File: src/rtl/fifo_reader.sv
// FIFO drain side: issues reads, buffers words in a 2-entry skid buffer, frames bursts.
// Optional FIFO_RD_PARITY_EN adds out_par, the even parity of out_data.
module fifo_reader #(
    parameter int WIDTH     = 8,
    parameter int BURST_LEN = 4
) (
    input  logic             clk,
    input  logic             reset,
    input  logic             en,
    input  logic             fifo_empty,
    input  logic             fifo_full,
    input  logic             fifo_wr_en,
    input  logic [WIDTH-1:0] fifo_dout,
    output logic             fifo_rd_en,
    output logic             out_valid,
    input  logic             out_ready,
    output logic [WIDTH-1:0] out_data,
    output logic             out_last
`ifdef FIFO_RD_PARITY_EN
    ,
    output logic             out_par
`endif
);

    localparam logic [7:0] LAST = 8'(BURST_LEN - 1);

    logic [1:0]       occ_q, occ_d;
    logic             pend_q;
    logic [7:0]       beat_q, beat_d;
    logic [WIDTH-1:0] buf0_q, buf0_d;
    logic [WIDTH-1:0] buf1_q, buf1_d;

    logic       pop;
    logic       wr_win;
    logic       acc;
    logic [2:0] fill_lvl;

    assign pop      = out_valid & out_ready;
    assign fill_lvl = {1'b0, occ_q} + {2'b00, pend_q} - {2'b00, pop};

    // Reads are suppressed while reset is held so nothing is in flight on release.
    assign fifo_rd_en = reset & en & ~fifo_empty & (fill_lvl < 3'd2);

    // The FIFO drops a read that coincides with an accepted write.
    assign wr_win = fifo_wr_en & ~fifo_full;
    assign acc    = fifo_rd_en & ~wr_win;

    assign out_valid = (occ_q != 2'd0);
    assign out_data  = buf0_q;
    assign out_last  = out_valid & (beat_q == LAST);

`ifdef FIFO_RD_PARITY_EN
    assign out_par = out_valid & (^out_data);
`endif

    always_comb begin
        occ_d  = fill_lvl[1:0];
        beat_d = beat_q;
        buf0_d = buf0_q;
        buf1_d = buf1_q;
        if (pop) begin
            buf0_d = buf1_q;
            beat_d = (beat_q == LAST) ? 8'd0 : beat_q + 8'd1;
        end
        // Arriving word lands in the slot just past the surviving entries.
        if (pend_q) begin
            if (fill_lvl[1:0] == 2'd1) begin
                buf0_d = fifo_dout;
            end else begin
                buf1_d = fifo_dout;
            end
        end
    end

    always_ff @(posedge clk or negedge reset) begin
        if (!reset) begin
            occ_q  <= 2'd0;
            pend_q <= 1'b0;
            beat_q <= 8'd0;
            buf0_q <= '0;
            buf1_q <= '0;
        end else begin
            occ_q  <= occ_d;
            pend_q <= acc;
            beat_q <= beat_d;
            buf0_q <= buf0_d;
            buf1_q <= buf1_d;
        end
    end

endmodule

File: config.mk
export PLATFORM = sky130hd
export DESIGN_NAME = fifo_reader
export DESIGN_NICKNAME = d
export VERILOG_FILES = /design/src/rtl/fifo_reader.sv
export SDC_FILE = /design/constraint.sdc
export NUM_CORES = 1
export LEC_CHECK = 0
export ABC_AREA = 1
export BUFFER_PORTS_ARGS = -buffer_cell sky130_fd_sc_hd__buf_2
export CAP_MARGIN = 20
export CELL_PAD_IN_SITES_DETAIL_PLACEMENT = 0
export CELL_PAD_IN_SITES_GLOBAL_PLACEMENT = 2
export CORE_AREA = 10 10 78 80
export DETAILED_ROUTE_END_ITERATION = 10
export DIE_AREA = 0 0 88 90
export GPL_ROUTABILITY_DRIVEN = 1
export MAX_ROUTING_LAYER = met4
export PLACE_DENSITY = 0.83
export SETUP_SLACK_MARGIN = 0.4
export SLEW_MARGIN = 20
export SYNTH_ARGS = -nofsm -noshare
export SYNTH_HDL_FRONTEND = slang
export SYNTH_SLANG_ARGS = --single-unit
File: constraint.sdc
create_clock -name clk -period 2.8 [get_ports clk]
set_input_delay 0.42 -clock clk [delete_from_list [all_inputs] [get_ports clk]]
set_output_delay 0.42 -clock clk [all_outputs]
set_load 0.01 [all_outputs]
==> run metrics <==
Yosys top cell area share=49.6%; most common cell in the netlist=nand2_1; final core utilization=35.9%; worst setup path startpoint=occ_q[1]; fmax=about 0.39 GHz; #FFs+latches synth=27; hold_buf cts=0; Placed Cells=244; core region area=0.00460 mm^2; Total Routed Length=3030 um; predominant post-synthesis flop cell=dfrtp_1; Final Max Tran Viols=0; Synth Instances=approximately 170; vias=1117; Least-Margin Pin Slew=between 0.3 and 0.4 ns; num rows=25; worst reg2reg endpoint=buf1_q[4]; max-cap viol count=0; CTS buffer count=3; crit path to=fifo_rd_en; top cells by count, synth=59 x nand2_1, 27 x dfrtp_1, 16 x inv_1; gpl congestion=0.720; Reg2Reg Depth=12; WL per Instance=11.9 um; vias per cell=4.40; cell chain of the critical path=inv_2, nand2_4, nand2_8, or2_4, nand2_4, ha_4, fa_1, nor2_1, nand3_1, nor2_1, buf_2; NetSw=between 0.6 and 0.7 mW; syn_nets=186; die width=88 um; Worst Hold Class=in2async; worst hold margin=between 0.15 and 0.2 ns; Die Y-Extent=90 um; Pre-antenna DRT Iters=4; first-pass GRT wire length=5590 um; share of layout cells above drive strength 1=25.0%; CTS H-tree lvls=1; asr flop ratio synth=100%; final hold violation count=0; clk root buf=clkbuf_8; Clk Latency, worst-skew pair=0.27 ns; RSZ-0062 raised after global routing=true; largest stage delay on the critical path=0.42 ns; TritonCTS clock tree=yes; Layout Nets=219; post-route ant nets=0; cell internal pwr=0.972 mW; Clock Skew=roughly 0.0038 ns; Crit. End Element=output pin; Power per Cell Area=974 mW/mm^2; Post-synth EDFFs=0; CTS Buffer Depth=2; grt met1 use=10.7%; Top Usage Layer GRT=met2; vias in the first global route=~1300; worst setup path category=reg2out; min Tclk post-route=2.58 ns; Starting Density=29.6%; Pleak=0.892 nW; GRT met2 Usage=13.7%; share of the yosys chip area belonging to registers=around half; Comb power frac=44.5%; global route overflow=0; worst path bufs/invs=2; Netlist cell types=24; DP HPWL=2250 um; CP Max Fanout=4; final non-filler cell total=254; Synth area leaders=dfrtp_1 50%, nand2_1 16%, nand3_1 4.8%; TNS Setup=0 ns; final worst path period share=roughly 92%; total track usage=8.60%; Clock power frac=14.0%; CP top delay family=simple AND/OR/NAND/NOR gates; Worst-path clk slew=0.10 ns; biggest area consumer among synthesized cells=dfrtp_1; die area=0.00792 mm^2; initial antenna violation count=0; WP depth=11; global routing usage on met3=1.99%; sw frac=39.6%; I/O pin count=26; result of the run=completed; Slowest cell on crit path=fa_1; syn_area_per_cell=8.10 um^2; Layout area overhead=21.3%; clock sink total=27; port bufs=25; mapped cell area=0.00136 mm^2; r2r setup slk=0.44 ns; Worst Path Arrival=2.16 ns; final setup fails=0; Rel. slew slack=75.9%; drt initial violations=51; n_diodes=0; DRC viols=0; Seq pwr share=41.5%; FF-to-FF Start=occ_q[0]; worst IR drop on VDD=0.329 mV; Startpoint Class=flop; Worst Path Required=2.38 ns; pin count of the biggest net entering global routing=28; YS warnings=0
[metal layers]
metal  share of wire, %  up-vias
met4               0.40        0
met2                 45       15
met3                2.8        2
met5                  0        -
li1                   -      581
met1                 51      519
[repair_timing]
item | 4_1_cts | 5_1_grt
resized for setup | 6 | 1
pin swaps | 6 | 2
setup buffers | 6 | 0
endpoints found under the setup margin | 13 | 13
cloned | 0 | 0
[stage by stage]
stage / total power, mW / worst slack (ns) / area, um^2
after floorplan: 1.11 / 0.518 / 1360
after CTS: 1.64 / 0.198 / 1650
after detailed placement: 1.30 / 0.244 / 1530
after global routing: 1.78 / 0.0628 / 1650
after global placement: 1.30 / 0.270 / 1530
final: 1.61 / 0.219 / 1650
[cell usage in the layout, fill, tap and decap left out, drive strengths merged]
master  instances
nand2          61
buf            33
dfrtp          27
inv            18
nor2           18
o21ai          16
nand3          14
clkbuf          3
xnor2           2
ha              2
or2             1
o21a            1
nand4           1
xor2            1
fa              1
clkinv          1
[cell families (layout without fill, tap and decap cells)]
| family | after synthesis | after routing | share of synthesized area (%) |
|---|---|---|---|
| AND/OR/NAND/NOR | 95 | 95 | 30.2 |
| flip-flops | 27 | 27 | 49.6 |
| buffers and inverters | 23 | 55 | 7.90 |
| AO/OA/AOI/OAI | 17 | 17 | 6.43 |
| adder cells (fa/ha/maj) | 3 | 3 | 3.31 |
| XOR/XNOR | 3 | 3 | 2.48 |
[how the worst min path moves through the flow]
stage / startpoint / endpoint / slack (ns) / depth (start not counted)
after floorplan: reset / beat_q[0] / 0.12 / 0
after global placement: buf1_q[5] / buf1_q[5] / 0.46 / 2
after detailed placement: buf1_q[5] / buf1_q[5] / 0.46 / 2
after CTS: reset / beat_q[3] / 0.17 / 2
after global routing: reset / beat_q[5] / 0.18 / 2
final: reset / beat_q[2] / 0.16 / 2
[state kept, by name, summed over array words and instances, names as in the netlist]
register	cells
beat_q	8
buf1_q	8
occ_q	2
out_data	8
pend_q	1
[cell type report]
cell class / instances / area, um^2
clock buffers: 3 / 41.3
clock inverters: 1 / 5.00
fillers: 483 / 2950
inverters: 18 / 67.6
multi-input cells: 118 / 609
flip-flops and latches: 27 / 676
well taps: 54 / 67.6
repair buffers: 33 / 185
[power by group through the flow]
stage / sequential (mW) / combinational (mW) / clock [mW]
after floorplan: 0.689 / 0.425 / 0
after global placement: 0.688 / 0.607 / 0
after detailed placement: 0.685 / 0.616 / 0
after CTS: 0.671 / 0.735 / 0.238
after global routing: 0.695 / 0.824 / 0.257
final: 0.668 / 0.715 / 0.225
(Power assumes the default switching activity.)
